## config.mk

```make
export PLATFORM = sky130hd
export DESIGN_NAME = instruction_fetch_unit
export DESIGN_NICKNAME = d
export VERILOG_FILES = /design/src/rtl/fetch_pkg.sv /design/src/rtl/fetch_fifo.sv /design/src/rtl/instruction_fetch_unit.sv
export SDC_FILE = /design/constraint.sdc
export NUM_CORES = 1
export LEC_CHECK = 0
export ABC_AREA = 1
export ABC_CLOCK_PERIOD_IN_PS = 7750
export BUFFER_PORTS_ARGS = -buffer_cell sky130_fd_sc_hd__buf_2
export CORE_MARGIN = 4
export CORE_UTILIZATION = 49
export CTS_BUF_LIST = sky130_fd_sc_hd__clkbuf_8
export CTS_CLUSTER_SIZE = 12
export DETAILED_ROUTE_END_ITERATION = 10
export GPL_TIMING_DRIVEN = 0
export PLACE_DENSITY = 0.72
export REMOVE_ABC_BUFFERS = 1
export SYNTH_ARGS = -nofsm -noshare
export SYNTH_HDL_FRONTEND = slang
export SYNTH_HIERARCHICAL = 1
export SYNTH_SLANG_ARGS = --single-unit
export TNS_END_PERCENT = 50
```

## constraint.sdc

```tcl
create_clock -name clk -period 7.75 [get_ports clk]
set_input_delay 0.3875 -clock clk [delete_from_list [all_inputs] [get_ports clk]]
set_output_delay 0.3875 -clock clk [all_outputs]
set_load 0.01 [all_outputs]
```

## src/rtl/fetch_pkg.sv

```systemverilog
// Shared types and constants for the instruction fetch front end.
package fetch_pkg;

  // Request-side state of the fetch unit.
  typedef enum logic [1:0] {
    IDLE,
    REQ,
    DRAIN
  } fetch_state_t;

  localparam logic [31:0] NOP_WORD         = 32'h0000_0000;
  localparam logic [31:0] DEFAULT_RESET_PC = 32'h0000_0000;

  // One prefetched instruction: the PC handed to decode is fetch address + 4.
  typedef struct packed {
    logic [31:0] pc;
    logic [31:0] instr;
  } fetch_entry_t;

  function automatic logic [31:0] next_pc(input logic [31:0] pc);
    return pc + 32'd4;
  endfunction

endpackage

```

## src/rtl/fetch_fifo.sv

```systemverilog
// Small synchronous prefetch FIFO holding {pc, instr} pairs between the
// memory port and the IF/ID register. Flush wins over push.
module fetch_fifo
  import fetch_pkg::*;
#(
  parameter int DEPTH = 2
) (
  input  logic                         clk,
  input  logic                         rst_n,
  input  logic                         push,
  input  logic                         pop,
  input  logic                         flush,
  input  fetch_entry_t                 push_entry,
  output fetch_entry_t                 head,
  output logic [$clog2(DEPTH+1)-1:0]   count,
  output logic                         empty
);

  localparam int PTR_W = (DEPTH > 1) ? $clog2(DEPTH) : 1;
  localparam int CNT_W = $clog2(DEPTH + 1);
  localparam logic [CNT_W-1:0] FULL_COUNT = CNT_W'(DEPTH);
  localparam logic [PTR_W-1:0] LAST_PTR   = PTR_W'(DEPTH - 1);

  fetch_entry_t     mem [DEPTH];
  logic [PTR_W-1:0] rd_ptr;
  logic [PTR_W-1:0] wr_ptr;
  logic             do_push;
  logic             do_pop;

  function automatic logic [PTR_W-1:0] bump(input logic [PTR_W-1:0] p);
    return (p == LAST_PTR) ? '0 : p + 1'b1;
  endfunction

  assign empty   = (count == '0);
  assign do_pop  = pop & ~empty & ~flush;
  assign do_push = push & ~flush & ((count != FULL_COUNT) | do_pop);
  assign head    = empty ? '{pc: 32'h0, instr: NOP_WORD} : mem[rd_ptr];

  // Pointer and occupancy bookkeeping; a flush empties the FIFO in one cycle.
  always_ff @(posedge clk or negedge rst_n) begin
    if (!rst_n) begin
      rd_ptr <= '0;
      wr_ptr <= '0;
      count  <= '0;
    end else if (flush) begin
      rd_ptr <= '0;
      wr_ptr <= '0;
      count  <= '0;
    end else begin
      if (do_push) wr_ptr <= bump(wr_ptr);
      if (do_pop)  rd_ptr <= bump(rd_ptr);
      if (do_push && !do_pop)      count <= count + 1'b1;
      else if (!do_push && do_pop) count <= count - 1'b1;
    end
  end

  // Entry storage needs no reset because head is masked while empty.
  always_ff @(posedge clk) begin
    if (do_push) mem[wr_ptr] <= push_entry;
  end

endmodule

```

## src/rtl/instruction_fetch_unit.sv

```systemverilog
// Fetch front end: owns the fetch PC, runs the req/ack instruction memory
// port and feeds decode from a prefetch FIFO, honouring freeze and redirects.
module instruction_fetch_unit
  import fetch_pkg::*;
#(
  parameter logic [31:0] RESET_PC   = DEFAULT_RESET_PC,
  parameter int          FIFO_DEPTH = 2
) (
  input  logic        clk,
  input  logic        rst,
  input  logic        freeze,
  input  logic        branch_taken,
  input  logic [31:0] branch_address,
  output logic        imem_req,
  output logic [31:0] imem_addr,
  input  logic        imem_ack,
  input  logic [31:0] imem_rdata,
  output logic        valid,
  output logic [31:0] Instruction,
  output logic [31:0] PC
);

  localparam int CNT_W = $clog2(FIFO_DEPTH + 1);
  localparam logic [CNT_W-1:0] DEPTH_CNT = CNT_W'(FIFO_DEPTH);

  fetch_state_t     state;
  fetch_state_t     state_next;
  logic [31:0]      fetch_pc;
  logic [31:0]      drain_addr;
  logic [CNT_W-1:0] fifo_count;
  logic [CNT_W-1:0] count_after;
  logic             fifo_empty;
  logic             push;
  logic             pop;
  fetch_entry_t     head;

  assign pop         = ~fifo_empty & ~freeze & ~branch_taken;
  assign push        = (state == REQ) & imem_ack & ~branch_taken;
  assign count_after = fifo_count + {{(CNT_W-1){1'b0}}, push}
                                  - {{(CNT_W-1){1'b0}}, pop};

  fetch_fifo #(
    .DEPTH (FIFO_DEPTH)
  ) u_fifo (
    .clk        (clk),
    .rst_n      (rst),
    .push       (push),
    .pop        (pop),
    .flush      (branch_taken),
    .push_entry ('{pc: next_pc(fetch_pc), instr: imem_rdata}),
    .head       (head),
    .count      (fifo_count),
    .empty      (fifo_empty)
  );

  assign valid       = ~fifo_empty;
  assign Instruction = head.instr;
  assign PC          = head.pc;

  // State register.
  always_ff @(posedge clk or negedge rst) begin
    if (!rst) state <= IDLE;
    else      state <= state_next;
  end

  // Next state: keep requesting while there is room; a redirect that catches
  // an unacknowledged request has to drain it before the new target can go out.
  always_comb begin
    state_next = state;
    unique case (state)
      IDLE: begin
        if (branch_taken || fifo_count < DEPTH_CNT) state_next = REQ;
      end
      REQ: begin
        if (branch_taken)  state_next = imem_ack ? REQ : DRAIN;
        else if (imem_ack) state_next = (count_after < DEPTH_CNT) ? REQ : IDLE;
      end
      DRAIN: begin
        if (imem_ack) state_next = REQ;
      end
      default: state_next = IDLE;
    endcase
  end

  // Memory port outputs; during a drain the abandoned address stays on the bus.
  always_comb begin
    imem_req  = 1'b0;
    imem_addr = fetch_pc;
    unique case (state)
      REQ:   imem_req = 1'b1;
      DRAIN: begin
        imem_req  = 1'b1;
        imem_addr = drain_addr;
      end
      default: imem_req = 1'b0;
    endcase
  end

  // Fetch PC advances on each accepted word and jumps on a redirect; the
  // outstanding address is captured when a redirect forces a drain.
  always_ff @(posedge clk or negedge rst) begin
    if (!rst) begin
      fetch_pc   <= RESET_PC;
      drain_addr <= RESET_PC;
    end else begin
      if (branch_taken) fetch_pc <= branch_address;
      else if (push)    fetch_pc <= next_pc(fetch_pc);
      if (state == REQ && branch_taken && !imem_ack) drain_addr <= fetch_pc;
    end
  end

endmodule

```

Yosys cells after proc, flatten, opt, wreduce, memory -nomap -nowiden. Memories as Yosys holds them, arrays and structs flattened. Index checks and enable logic that the tools add are counted.

Flip-flop bits (word level): 70. Output and inout bits: 98. Logic and storage cells: 73. Memories kept: 1. Memory bits (read-only): 0. RAM bits: 128. Latch bits: 0.

Memory list: u_fifo.mem (words 2, width 64, rd ports 1, clocked after memory_dff 0, write ports 1, RTL line fetch_fifo.sv:24) `fetch_entry_t mem [DEPTH];`.

Shift operators: 0. Bitwise logic cells: 12. Eq/ne operators: 6. Multiplexer cells: 23. Div/mod/pow operators: 0. Multipliers: 0. Reductions and logical operators: 16. Order comparisons: 2. Add/subtract/negate cells: 7.

Operator list (number): 32-bit 2-to-1 mux (3); 64-bit 2-to-1 mux (1); 32-bit by 3-bit adder with 32-bit output (second input constant) (1); 2-bit 2-to-1 mux (8); 1-bit 2-to-1 mux (10); 1-bit AND (8); 2-bit != test (second input constant) (3); 2-bit case mux with 3 select lines (1); 2-bit nonzero test (3); 1-bit logical AND (4); 2-bit zero test (2); 2-bit less-than comparator (second input constant) (2); 1-bit zero test (3); 3-bit != test (second input constant) (1); 1-bit inverter (3); 3-bit AND reduction (1); 3-bit nonzero test (1); 1-bit adder (second input constant) (2); 2-bit by 1-bit adder with 2-bit output (1); 2-bit by 1-bit adder with 2-bit output (second input constant) (1); 2-bit by 1-bit equality test with 1-bit output (second input constant) (1); 2-bit equality test (second input constant) (1); 2-bit OR reduction (1); 2-bit by 1-bit subtractor with 2-bit output (1); other kinds (3) (3).

Depth between registers and ports, before layout. Gate-level depths: netlist (run 1).

Word-level depth: 13. Depth in mapped cells: 15. Mapped depth without buffers: 14.

By module. The synthesis (run 1) kept the hierarchy.

Modules (own cells, without submodules): fetch_fifo (cells each 381, area each 5063.6 µm², sequential area each 3943.8 µm², instances 1); instruction_fetch_unit (cells each 601, area each 4107.7 µm², sequential area each 1651.6 µm², instances 1).

Worst setup path before layout (run 1). No wires, ideal clock.

Path type: input-to-reg. Start point: input branch_taken. End point: memory u_fifo/mem[0][0] (netlist name), enable pin. Data required time: 7.264 ns. Path buffers: 2. Path slack: 3.111 ns. Arrival time: 4.153 ns. Setup time: 0.486 ns. Stages on the path: 7. Cell sequence: buf_2 buf_1 nor3_1 inv_1 nor2_2 o21ai_2 nor2_1.

Word-level cells in the longest chain between the ends: 8. Elaborated cells between the ends (all ways): 10.

Ends and longest elaborated chain: start, declared (RTL line instruction_fetch_unit.sv:12) `input logic branch_taken,`; 1-bit inverter (RTL line instruction_fetch_unit.sv:37) `assign pop = ~fifo_empty & ~freeze & ~branch_taken;`; 1-bit AND (RTL line instruction_fetch_unit.sv:37); via pop (RTL line instruction_fetch_unit.sv:34) `logic pop;`; 1-bit AND (2 in series) (RTL line fetch_fifo.sv:35) `assign do_pop = pop & ~empty & ~flush;`; 1-bit bitwise OR (RTL line fetch_fifo.sv:36) `assign do_push = push & ~flush & ((count != FULL_COUNT) | do_pop);`; 1-bit AND (RTL line fetch_fifo.sv:36); 1-bit 2-to-1 mux (RTL line fetch_fifo.sv:59) `if (do_push) mem[wr_ptr] <= push_entry;`; 1-bit 2-to-1 mux (implied by the code) (RTL line fetch_fifo.sv:59); end, declared (RTL line fetch_fifo.sv:24).

The timed path passes the listed nets, and every way through them passes these cells.

Final worst setup path (run 1).
Start point: register state[1]. End point: memory u_fifo/mem[0][60] (netlist name), enable pin.

Word-level cells in the longest chain between the ends: 7.

Ends and longest elaborated chain: start, declared (RTL line instruction_fetch_unit.sv:26) `fetch_state_t state;`; start signal, assigned (RTL line instruction_fetch_unit.sv:63) `else state <= state_next;`; 2-bit by 1-bit equality test with 1-bit output (RTL line instruction_fetch_unit.sv:38) `assign push = (state == REQ) & imem_ack & ~branch_taken;`; 1-bit AND (2 in series) (RTL line instruction_fetch_unit.sv:38); 1-bit AND (2 in series) (RTL line fetch_fifo.sv:36); 1-bit 2-to-1 mux (RTL line fetch_fifo.sv:59); 1-bit 2-to-1 mux (implied by the code) (RTL line fetch_fifo.sv:59).

Every way passes these cells.

==> results.cfg, run 1 <==
[detailed_routing]
via_per_inst = 5.22
drtPass1Iterations = 6
drtIter0Drc = 463
vias = 7187
drt-wirelength-per-cell_um = 16.1
finalWirelength_mm = 22.1
detail-route-antenna-nets = 0
detail_route.drc_violations = 0

[logic_synthesis]
synth_area_um2 = 9170
yosysWarnings = 6
synth_sequential_area_ratio_pct = 61.0
post_synth.cell_area_avg_um2 = 9.34
yosysUniqueCellTypes = 31
postSynthRegisterBits = 198
synthCells = 982

[timing]
final_period_minus_worst_setup_slack_ns = 3.14
timing.fmax_mhz = 319
period_share_pct = 40.5
timing.hold.ws_ns = 0.0939
worst-slew-pin-transition_ns = 1.03
final_hold_viol_count = 0
finalSetupViolCount = 0
report.final.slew_viol_count = 0
worst_slew_margin_rel_pct = 31.5
maximum_clock_skew_at_final_layout_ns = 0.0162
setup_repair_after_global_routing_missed_its_margin = no

[critical_path]
reg2reg_setup_slack_ns = 4.61
critical_path.reg2reg.startpoint = state[1]
cp.required_ns = 7.92
worstSetupStartpoint = state[1]
r2r-end = u_fifo/mem[0][60]
slowest_delay_ns = 0.52
reg2regPathDepth = 10
critPathBufInv = 4
crit_type = reg2reg
critPathLaunchType = flip-flop
crit_arrival_ns = 3.31
path_max_fanout = 31
critical_path_cell_count = 10
slowest_stage = sky130_fd_sc_hd__nor2_2
worst_setup_path_end_kind = flip-flop
crit_path_cell_trace = inv_1, ha_1, nand2_1, nor2_2, inv_1, nor2_2, o21ai_2, nor2_4, buf_12, buf_12
worst_path_dominant_cell_family = simple AND/OR/NAND/NOR gates

[hold_path]
min_path_cells = 1
min_delay_worst_endpoint = u_fifo/mem[0][25]
min_from = imem_rdata[25]
holdCritPathClass = in2reg

[cts]
cts.sink_count = 198
tritoncts = built
htreeDepth = 4
max-clock-path-buffers = 2
clk_pin_slew_worst_paths_ns = 0.11
insertion_delay_to_the_later_sink_of_the_worst_skew_pair_ns = 0.47
cts_root_buf = sky130_fd_sc_hd__clkbuf_8
tritoncts.num_buffers = 17

[floorplanning]
fp.dieH_um = 145
io-pin-count = 167
initial_core_util_pct = 50.4
die_x_extent_um = 145
die_area_um2 = 21000
placement_rows = 49
coreArea_um2 = 18200

[layout]
fillCellCount = 1622
drive_above_1_share_pct = 21.4
flow.area_growth_from_synthesis_pct = 17.2
antenna-diode-count = 0
layout.nets = 1209
finalCoreUtilization_pct = 59.0

[global_route]
grt_usage_pct = 21.0
number_of_antenna_violations_at_the_first_check_in_global_routing = 0
globalRoute.totalOverflow = 0
grt_max_degree = 43
global_route_wire_length_before_repair_mm = 34.2
first_global_vias = 6823

[power]
power.static_leakage_nw = 4.60
cellPowerDensity_nw_per_um2 = 264
post-layout-total-power_mw = 2.84
vdd.ir_drop.worst_uv = 124

[placement]
io_buffers = 166
place.gp.congestion = 0.941
detailed_place_hpwl_mm = 15.4

[flow_run]
timing.max_cap.violations = 0

[outcome]
status = finished, final reports clean
## repair_timing
| item | in CTS | in global routing |
|---|---|---|
| setup buffers | 0 | 0 |
| gates resized for setup | 0 | 0 |
| hold buffers | 1 | 0 |
| endpoints found under the hold margin | 29 | 0 |
## power breakdown
| group | switching (mW) | leakage [nW] | internal [mW] |
|---|---|---|---|
| clock | 0.384 | 0.215 | 0.328 |
| combinational | 0.464 | 2.35 | 0.250 |
| sequential | 0.109 | 2.03 | 1.30 |
| total | 0.957 | 4.60 | 1.88 |
## cell usage in the layout, fill, tap and decap left out, types with 2 or more instances in the layout
cell type / netlist / layout
sky130_fd_sc_hd__a21oi_1: 67 / 67
sky130_fd_sc_hd__and2_1: 6 / 6
sky130_fd_sc_hd__buf_12: 0 / 10
sky130_fd_sc_hd__buf_2: 18 / 165
sky130_fd_sc_hd__bufinv_16: 0 / 3
sky130_fd_sc_hd__clkbuf_8: 0 / 17
sky130_fd_sc_hd__clkinv_4: 0 / 2
sky130_fd_sc_hd__clkinvlp_4: 0 / 2
sky130_fd_sc_hd__dfrtp_1: 70 / 69
sky130_fd_sc_hd__edfxtp_1: 128 / 128
sky130_fd_sc_hd__ha_1: 6 / 5
sky130_fd_sc_hd__inv_1: 72 / 72
sky130_fd_sc_hd__inv_2: 1 / 2
sky130_fd_sc_hd__inv_6: 0 / 3
sky130_fd_sc_hd__inv_8: 0 / 2
sky130_fd_sc_hd__nand2_1: 371 / 371
sky130_fd_sc_hd__nand2_2: 7 / 7
sky130_fd_sc_hd__nand3_1: 29 / 28
sky130_fd_sc_hd__nand3_2: 2 / 3
sky130_fd_sc_hd__nand4_1: 2 / 2
sky130_fd_sc_hd__nor2_1: 40 / 37
sky130_fd_sc_hd__nor2_2: 9 / 9
sky130_fd_sc_hd__nor2_4: 6 / 9
sky130_fd_sc_hd__nor3_1: 2 / 2
sky130_fd_sc_hd__o211ai_1: 8 / 8
sky130_fd_sc_hd__o21ai_0: 90 / 90
sky130_fd_sc_hd__xor2_1: 11 / 11
sky130_fd_sc_hd__xor2_2: 4 / 4
## state kept, by name, summed over array words and instances (netlist names)
name and cells:
u_fifo/rd_ptr 1, fetch_pc 32, u_fifo/mem 128, state 2, u_fifo/count 2, u_fifo/wr_ptr 1, drain_addr 32
## per-stage QoR
stage / setup TNS (ns) / setup slack, ns / instances / cell area [um^2]
after floorplan: 0 / 2.31 / 937 / 8930
after global placement: -35.97 / -0.311 / 1332 / 10000
after detailed placement: 0 / 4.57 / 1343 / 10300
after CTS: 0 / 4.60 / 1376 / 10800
after global routing: 0 / 4.38 / 1376 / 10800
final: 0 / 4.61 / 1376 / 10800
## area by class of cell
| type | instances | area, um^2 | area share [%] |
|---|---|---|---|
| clock buffers | 17 | 234 | 2.18 |
| inverters | 73 | 274 | 2.55 |
| well taps | 229 | 287 | 2.67 |
| multi-input cells | 666 | 3090 | 28.8 |
| flip-flops and latches | 198 | 5600 | 52.1 |
| clock inverters | 15 | 196 | 1.83 |
| repair buffers | 178 | 1070 | 9.96 |
## synthesized netlist by cell type
library cell | number | area share (%)
sky130_fd_sc_hd__a21oi_1 | 67 | 3.7
sky130_fd_sc_hd__a21oi_2 | 1 | 0.096
sky130_fd_sc_hd__a31oi_1 | 1 | 0.068
sky130_fd_sc_hd__and2_1 | 6 | 0.41
sky130_fd_sc_hd__buf_1 | 1 | 0.041
sky130_fd_sc_hd__buf_2 | 18 | 0.98
sky130_fd_sc_hd__buf_4 | 1 | 0.082
sky130_fd_sc_hd__buf_6 | 6 | 0.74
sky130_fd_sc_hd__clkbuf_1 | 19 | 0.78
sky130_fd_sc_hd__dfrtp_1 | 70 | 19
sky130_fd_sc_hd__edfxtp_1 | 128 | 42
sky130_fd_sc_hd__ha_1 | 6 | 0.82
sky130_fd_sc_hd__inv_1 | 72 | 2.9
sky130_fd_sc_hd__inv_2 | 1 | 0.041
sky130_fd_sc_hd__nand2_1 | 371 | 15
sky130_fd_sc_hd__nand2_2 | 7 | 0.48
sky130_fd_sc_hd__nand3_1 | 29 | 1.6
sky130_fd_sc_hd__nand3_2 | 2 | 0.22
sky130_fd_sc_hd__nand3b_1 | 1 | 0.082
sky130_fd_sc_hd__nand4_1 | 2 | 0.14
sky130_fd_sc_hd__nor2_1 | 40 | 1.6
sky130_fd_sc_hd__nor2_2 | 9 | 0.61
sky130_fd_sc_hd__nor2_4 | 6 | 0.74
sky130_fd_sc_hd__nor3_1 | 2 | 0.11
sky130_fd_sc_hd__o211ai_1 | 8 | 0.65
sky130_fd_sc_hd__o21ai_0 | 90 | 4.9
sky130_fd_sc_hd__o21ai_1 | 1 | 0.055
sky130_fd_sc_hd__o21ai_2 | 1 | 0.096
sky130_fd_sc_hd__o31ai_1 | 1 | 0.082
sky130_fd_sc_hd__xor2_1 | 11 | 1.1
sky130_fd_sc_hd__xor2_2 | 4 | 0.71
## kinds of logic after synthesis
group / share of synthesized area [%]
and+or+nand+nor: 21.2
DFF: 61.0
AOI/OAI and AO/OA: 9.62
buffers and inverters: 5.61
xor gates and xnor gates: 1.76
adders and majority gates: 0.819
## worst max-delay path by stage
stage / end / slack (ns)
after floorplan: u_fifo/mem[0][0] / 2.31
final: u_fifo/mem[0][60] / 4.61
after global placement: u_fifo/mem[1][60] / -0.31
after CTS: u_fifo/mem[0][49] / 4.60
after detailed placement: u_fifo/mem[0][58] / 4.57
after global routing: u_fifo/mem[0][60] / 4.38
## per-layer routing
layer | vias to the layer above | track usage (%) | wire [um] | part of all wire (%)
met4 | 0 | 6.77 | 515 | 2.3
li1 | 3511 | - | - | -
met5 | - | 0 | 0 | 0
met2 | 239 | 36.2 | 10800 | 49
met1 | 3400 | 27.1 | 9650 | 44
met3 | 37 | 3.88 | 1180 | 5.3
Note: power is estimated with default switching activity, not from simulation.
==> run 2: changes to the inputs <==
--- a/config.mk
+++ b/config.mk
@@ -6,7 +6,7 @@
 export NUM_CORES = 1
 export LEC_CHECK = 0
 export ABC_AREA = 1
-export ABC_CLOCK_PERIOD_IN_PS = 7750
+export ABC_CLOCK_PERIOD_IN_PS = 2750
 export BUFFER_PORTS_ARGS = -buffer_cell sky130_fd_sc_hd__buf_2
 export CORE_MARGIN = 4
 export CORE_UTILIZATION = 49
@@ -14,7 +14,7 @@
 export CTS_CLUSTER_SIZE = 12
 export DETAILED_ROUTE_END_ITERATION = 10
 export GPL_TIMING_DRIVEN = 0
-export PLACE_DENSITY = 0.72
+export PLACE_DENSITY = 0.74
 export REMOVE_ABC_BUFFERS = 1
 export SYNTH_ARGS = -nofsm -noshare
 export SYNTH_HDL_FRONTEND = slang
==> constraint.sdc (replaced) <==
create_clock -name clk -period 2.75 [get_ports clk]
set_input_delay 0.1375 -clock clk [delete_from_list [all_inputs] [get_ports clk]]
set_output_delay 0.1375 -clock clk [all_outputs]
set_load 0.01 [all_outputs]
==> run 2 against run 1 <==
Worst hold slack worse by 0.049 ns. Clock skew down 0.0021 ns. Count of clock-buffer cells in the layout unchanged. Final cell count up 4.9%. Combinational power rose to 3.0 times the previous value. Core utilization up 4.1 points. Critical path type unchanged. Critical endpoint is now u_fifo/mem[0][24]. Largest power group unchanged.
==> results.cfg, run 2 (synthesis results as in run 1) <==
[floorplanning]
die_area_um2 = 21000
die_x_extent_um = 145
io-pin-count = 167
initial_core_util_pct = 50.4
fp.dieH_um = 145
placement_rows = 49
coreArea_um2 = 18200

[placement]
dp.cells = 1343
place.gp.congestion = 0.929
dpl_worst_slack_ns = -0.622
detailed_place_hpwl_mm = 15.4
io_buffers = 166

[detailed_routing]
finalWirelength_mm = 22.9
detail_route.drc_violations = 0
detail-route-antenna-nets = 0
drtIter0Drc = 473
drt-wirelength-per-cell_um = 15.8
via_per_inst = 5.11
drtPass1Iterations = 5
vias = 7372

[critical_path]
crit_path_cell_trace = nor2_4, nor3_2, inv_1, nor2_2, o21ai_2, nor2_4, buf_12, buf_16
slowest_stage = sky130_fd_sc_hd__dfrtp_1
worst_setup_path_end_kind = flip-flop
critical_path.most_common_cell = sky130_fd_sc_hd__nor2_4
cp.required_ns = 2.91
path_max_fanout = 24
crit_type = reg2reg
critPathLaunchType = flip-flop
slowest_delay_ns = 0.68
crit_arrival_ns = 2.84

[cts]
cts_root_buf = sky130_fd_sc_hd__clkbuf_8
clk_pin_slew_worst_paths_ns = 0.09
insertion_delay_to_the_later_sink_of_the_worst_skew_pair_ns = 0.46
tritoncts.num_buffers = 17
cts.sink_count = 198
max-clock-path-buffers = 2
tritoncts = built
htreeDepth = 4

[layout]
flow.area_growth_from_synthesis_pct = 25.3
largest_register_ff_count = 128
antenna-diode-count = 0
drive_above_1_share_pct = 20.7
most_frequent_standard_cell_in_the_layout_excluding_fill_and_tap_cells = sky130_fd_sc_hd__nand2_1
layout.nets = 1278
final_cell_count_no_fill = 1444
biggestRegsByFlops = u_fifo/mem x128, drain_addr x32, fetch_pc x32
register_with_the_most_flip_flops = u_fifo/mem
layout_common_cells = sky130_fd_sc_hd__nand2_1 (371), sky130_fd_sc_hd__buf_2 (165), sky130_fd_sc_hd__edfxtp_1 (128)

[timing]
worst_slew_margin_rel_pct = 34.2
setup_total_negative_slack_ns = 0
timing.fmax_mhz = 373
final_hold_viol_count = 0
timing.hold.ws_ns = 0.0449
finalSetupViolCount = 0
setup_slack_ns = 0.0717
worst-slew-pin-transition_ns = 0.984
maximum_clock_skew_at_final_layout_ns = 0.0141
period_share_pct = 97.4
final_period_minus_worst_setup_slack_ns = 2.68
report.final.slew_viol_count = 0

[power]
post-layout-total-power_mw = 8.26
power.static_leakage_nw = 4.92
cellPowerDensity_nw_per_um2 = 718
vdd.ir_drop.worst_uv = 317

[global_route]
globalRoute.totalOverflow = 0
grt_max_degree = 50
number_of_antenna_violations_at_the_first_check_in_global_routing = 0
first_global_vias = 7073
grt_usage_pct = 21.6
global_route_wire_length_before_repair_mm = 35.4

[outcome]
status = finished, final reports clean

[flow_run]
timing.max_cap.violations = 0

[hold_path]
holdCritPathClass = in2reg
[run 2: cell count changes in the layout (fill, tap and decap cells not counted), moves of 2 or more]
cell / previous run / this run
sky130_fd_sc_hd__buf_4: 1 / 6
sky130_fd_sc_hd__clkinv_2: 1 / 3
sky130_fd_sc_hd__buf_12: 10 / 7
sky130_fd_sc_hd__buf_16: 1 / 4
sky130_fd_sc_hd__inv_8: 2 / 0
sky130_fd_sc_hd__bufinv_16: 3 / 6
sky130_fd_sc_hd__clkinvlp_4: 2 / 0
sky130_fd_sc_hd__dlygate4sd3_1: 1 / 64
[run 2: routing by layer]
layer  part of all wire [%]  routed length (um)  up-vias  global-route usage [%]
li1                       -                   -     3648                       -
met1                     43                9950     3448                    28.6
met2                     49               11300      247                    36.1
met3                    5.6                1280       29                    4.24
met4                    1.6                 367        0                    6.58
met5                      0                   0        -                       0
[run 2: area by class of cell]
| cell class | instances | area (um^2) |
|---|---|---|
| timing repair buffer | 246 | 1760 |
| sequential | 198 | 5600 |
| fill | 1489 | 6720 |
| tap | 229 | 287 |
| multi-input combinational | 667 | 3110 |
| inverter | 73 | 275 |
| clock buffer | 17 | 234 |
| clock inverter | 14 | 229 |
[run 2: what timing repair did]
action,CTS,global route
resized for setup,1,3
gates cloned,0,1
hold buffers,64,0
setup buffers,3,2
endpoints found under the hold margin,165,0
pin swaps,2,2
setup endpoints to repair,128,56
[run 2: report_power, final]
group | switching, mW | total, mW | internal (mW)
Clock | 0.995 | 2.16 | 1.16
Combinational | 1.33 | 2.11 | 0.780
Sequential | 0.310 | 3.98 | 3.67
Total | 2.64 | 8.26 | 5.62
[run 2: per-stage QoR]
stage,utilization (%),cell area [um^2]
finish,63.1,11500
CTS,63.0,11500
global route,63.1,11500
detailed placement,56.7,10300
floorplan,-,8930
global placement,55.2,10000
[run 2: worst paths after layout]
| path | start | to | slack [ns] | cells after the start |
|---|---|---|---|---|
| hold reg to reg | fetch_pc[1] | u_fifo/mem[1][33] | 0.48 | 0 |
| max in group asynchronous | rst | fetch_pc[20] | 2.07 | 3 |
| setup reg to reg | u_fifo/count[1] | u_fifo/mem[0][24] | 0.07 | 8 |
| min in group asynchronous | rst | u_fifo/count[0] | 0.13 | 2 |
| setup / recovery | u_fifo/count[1] | u_fifo/mem[0][24] | 0.07 | 8 |
| hold / removal | branch_address[23] | fetch_pc[23] | 0.04 | 5 |
[run 2: critical path: cells and delay by family, from the launching register on]
kind                   cells  cell delay, ns
AO/OA/AOI/OAI              1            0.13
flip-flops                 1            0.68
buffers and inverters      3            0.55
AND/OR/NAND/NOR            4            1.00
==> run 3: changes to the inputs <==
--- a/config.mk
+++ b/config.mk
@@ -8,7 +8,7 @@
 export ABC_AREA = 1
 export ABC_CLOCK_PERIOD_IN_PS = 2750
 export BUFFER_PORTS_ARGS = -buffer_cell sky130_fd_sc_hd__buf_2
-export CORE_MARGIN = 4
+export CORE_MARGIN = 2
 export CORE_UTILIZATION = 49
 export CTS_BUF_LIST = sky130_fd_sc_hd__clkbuf_8
 export CTS_CLUSTER_SIZE = 12
==> run 3 against run 2 <==
Clock skew grew 0.0021 ns. Core utilization is 1.5 points lower. Combinational power about the same. Worst setup slack better by 0.12 ns. Sequential power about the same. Worst hold slack worse by 0.012 ns. Register-to-register slack improved by 0.15 ns. Sequential cell count did not move. Power fell by 2.9%. Non-clock buffer count shrank 3. Fmax up 4.6%. Count of clock-buffer cells in the layout is the same. Critical endpoint is now PC[4].
==> results.cfg, run 3 (synthesis results as in run 1) <==
[timing]
final_hold_viol_count = 0
timing.fmax_mhz = 391
finalSetupViolCount = 0
period_share_pct = 93.1
maximum_clock_skew_at_final_layout_ns = 0.0162
worst-slew-pin-transition_ns = 0.958
report.final.slew_viol_count = 0
worst_slew_margin_rel_pct = 36.0
setup_repair_after_global_routing_missed_its_margin = no
final_period_minus_worst_setup_slack_ns = 2.56

[cts]
insertion_delay_to_the_later_sink_of_the_worst_skew_pair_ns = 0.47
cts_root_buf = sky130_fd_sc_hd__clkbuf_8
clk_pin_slew_worst_paths_ns = 0.09
tritoncts.num_buffers = 17
htreeDepth = 4
tritoncts = built
cts.sink_count = 198
max-clock-path-buffers = 2

[floorplanning]
placement_rows = 50
die_x_extent_um = 141
initial_core_util_pct = 49.5
coreArea_um2 = 18500
die_area_um2 = 19800
io-pin-count = 167
fp.dieH_um = 141

[layout]
final_cell_count_no_fill = 1447
largest_register_ff_count = 128
layout_common_cells = sky130_fd_sc_hd__nand2_1 (371), sky130_fd_sc_hd__buf_2 (165), sky130_fd_sc_hd__edfxtp_1 (128)
layout.nets = 1274
fillCellCount = 1570
register_with_the_most_flip_flops = u_fifo/mem
finalCoreUtilization_pct = 61.6
biggestRegsByFlops = u_fifo/mem x128, drain_addr x32, fetch_pc x32
drive_above_1_share_pct = 20.3
design_area_um2 = 11400
flow.area_growth_from_synthesis_pct = 24.3
most_frequent_standard_cell_in_the_layout_excluding_fill_and_tap_cells = sky130_fd_sc_hd__nand2_1

[global_route]
grt_usage_pct = 22.6
grt_max_degree = 45
first_global_vias = 7136
global_route_wire_length_before_repair_mm = 35.4
globalRoute.totalOverflow = 0
number_of_antenna_violations_at_the_first_check_in_global_routing = 1

[placement]
dp.cells = 1348
dpl_cell_area_um2 = 10300
detailed_place_hpwl_mm = 15.1
io_buffers = 166
place.gp.congestion = 0.905

[detailed_routing]
detail-route-antenna-nets = 0
via_per_inst = 5.05
drtIter0Drc = 512
detail_route.drc_violations = 0
finalWirelength_mm = 22.3
drt-wirelength-per-cell_um = 15.4
drtPass1Iterations = 7
vias = 7311

[critical_path]
path_max_fanout = 40
crit_type = reg2out
cp.required_ns = 2.61
critPathLaunchType = flip-flop
worst_setup_path_end_kind = primary output
crit_arrival_ns = 2.42

[outcome]
status = finished, final reports clean

[hold_path]
holdCritPathClass = in2reg

[power]
post-layout-total-power_mw = 8.02
vdd.ir_drop.worst_uv = 367
cellPowerDensity_nw_per_um2 = 703
power.static_leakage_nw = 4.87

[flow_run]
timing.max_cap.violations = 0
## run 3: cell count changes in the layout (fill, tap and decap cells not counted), sizes merged
cell,before,now
clkinvlp,1,2
nor2,56,55
clkinv,5,4
inv,75,79
diode,0,1
buf,182,179
bufinv,6,3
## run 3: report_power, final
group,internal [mW],switching [mW]
combinational,0.770,1.31
sequential,3.67,0.301
clock,0.906,1.05
## run 3: final cells by class
| class | instances | area [um^2] | share of cell area [%] |
|---|---|---|---|
| clock buffer | 17 | 234 | 2.05 |
| multi-input combinational | 666 | 3100 | 27.2 |
| timing repair buffer | 243 | 1720 | 15.1 |
| antenna | 1 | 2.50 | 0.0219 |
| clock inverter | 15 | 175 | 1.54 |
| tap | 234 | 293 | 2.57 |
| inverter | 73 | 277 | 2.42 |
| sequential | 198 | 5600 | 49.1 |
## run 3: worst paths after layout
path,slack (ns),end,startpoint,cells after the start
max in group asynchronous,2.07,fetch_pc[25],rst,3
setup / recovery,0.19,PC[4],u_fifo/rd_ptr,6
min in group asynchronous,0.13,u_fifo/count[1],rst,2
hold / removal,0.03,fetch_pc[31],branch_address[31],5
hold reg to reg,0.48,u_fifo/mem[1][32],fetch_pc[0],0
setup reg to reg,0.22,u_fifo/mem[0][54],u_fifo/count[0],7
## run 3: worst max-delay path: stages, from the launching register on
cell and delay [ns]:
sky130_fd_sc_hd__dfrtp_2 0.62, sky130_fd_sc_hd__buf_12 0.27, sky130_fd_sc_hd__inv_4 0.28, sky130_fd_sc_hd__buf_12 0.26
sky130_fd_sc_hd__nand2_1 0.07, sky130_fd_sc_hd__a21oi_1 0.22, sky130_fd_sc_hd__buf_2 0.18
## run 3: repair_timing
item                                    4_1_cts  5_1_grt
endpoints found under the hold margin       165        0
setup buffers                                 0        2
endpoints found under the setup margin      118      114
hold buffers                                 64        0
pin swaps                                     0        1
resized for setup                             2        1
## run 3: per-stage QoR
step / hold WS [ns] / worst slack [ns] / TNS [ns]
3_5_place_dp: 0.0933 / -0.148 / -14.40
5_1_grt: 0.0277 / 0.0641 / 0
4_1_cts: 0.00576 / 0.0601 / 0
3_3_place_gp: 0.325 / -5.18 / -819.66
2_1_floorplan: -0.158 / -2.69 / -344.34
6_report: 0.0328 / 0.190 / 0
## run 3: metal layers
| metal | routed length (um) | GRT usage (%) | vias to the layer above |
|---|---|---|---|
| met1 | 9960 | 29.3 | 3430 |
| met4 | 520 | 7.84 | 0 |
| met5 | 0 | 0 | - |
| met2 | 10900 | 39.1 | 192 |
| met3 | 893 | 3.36 | 41 |
| li1 | - | - | 3648 |
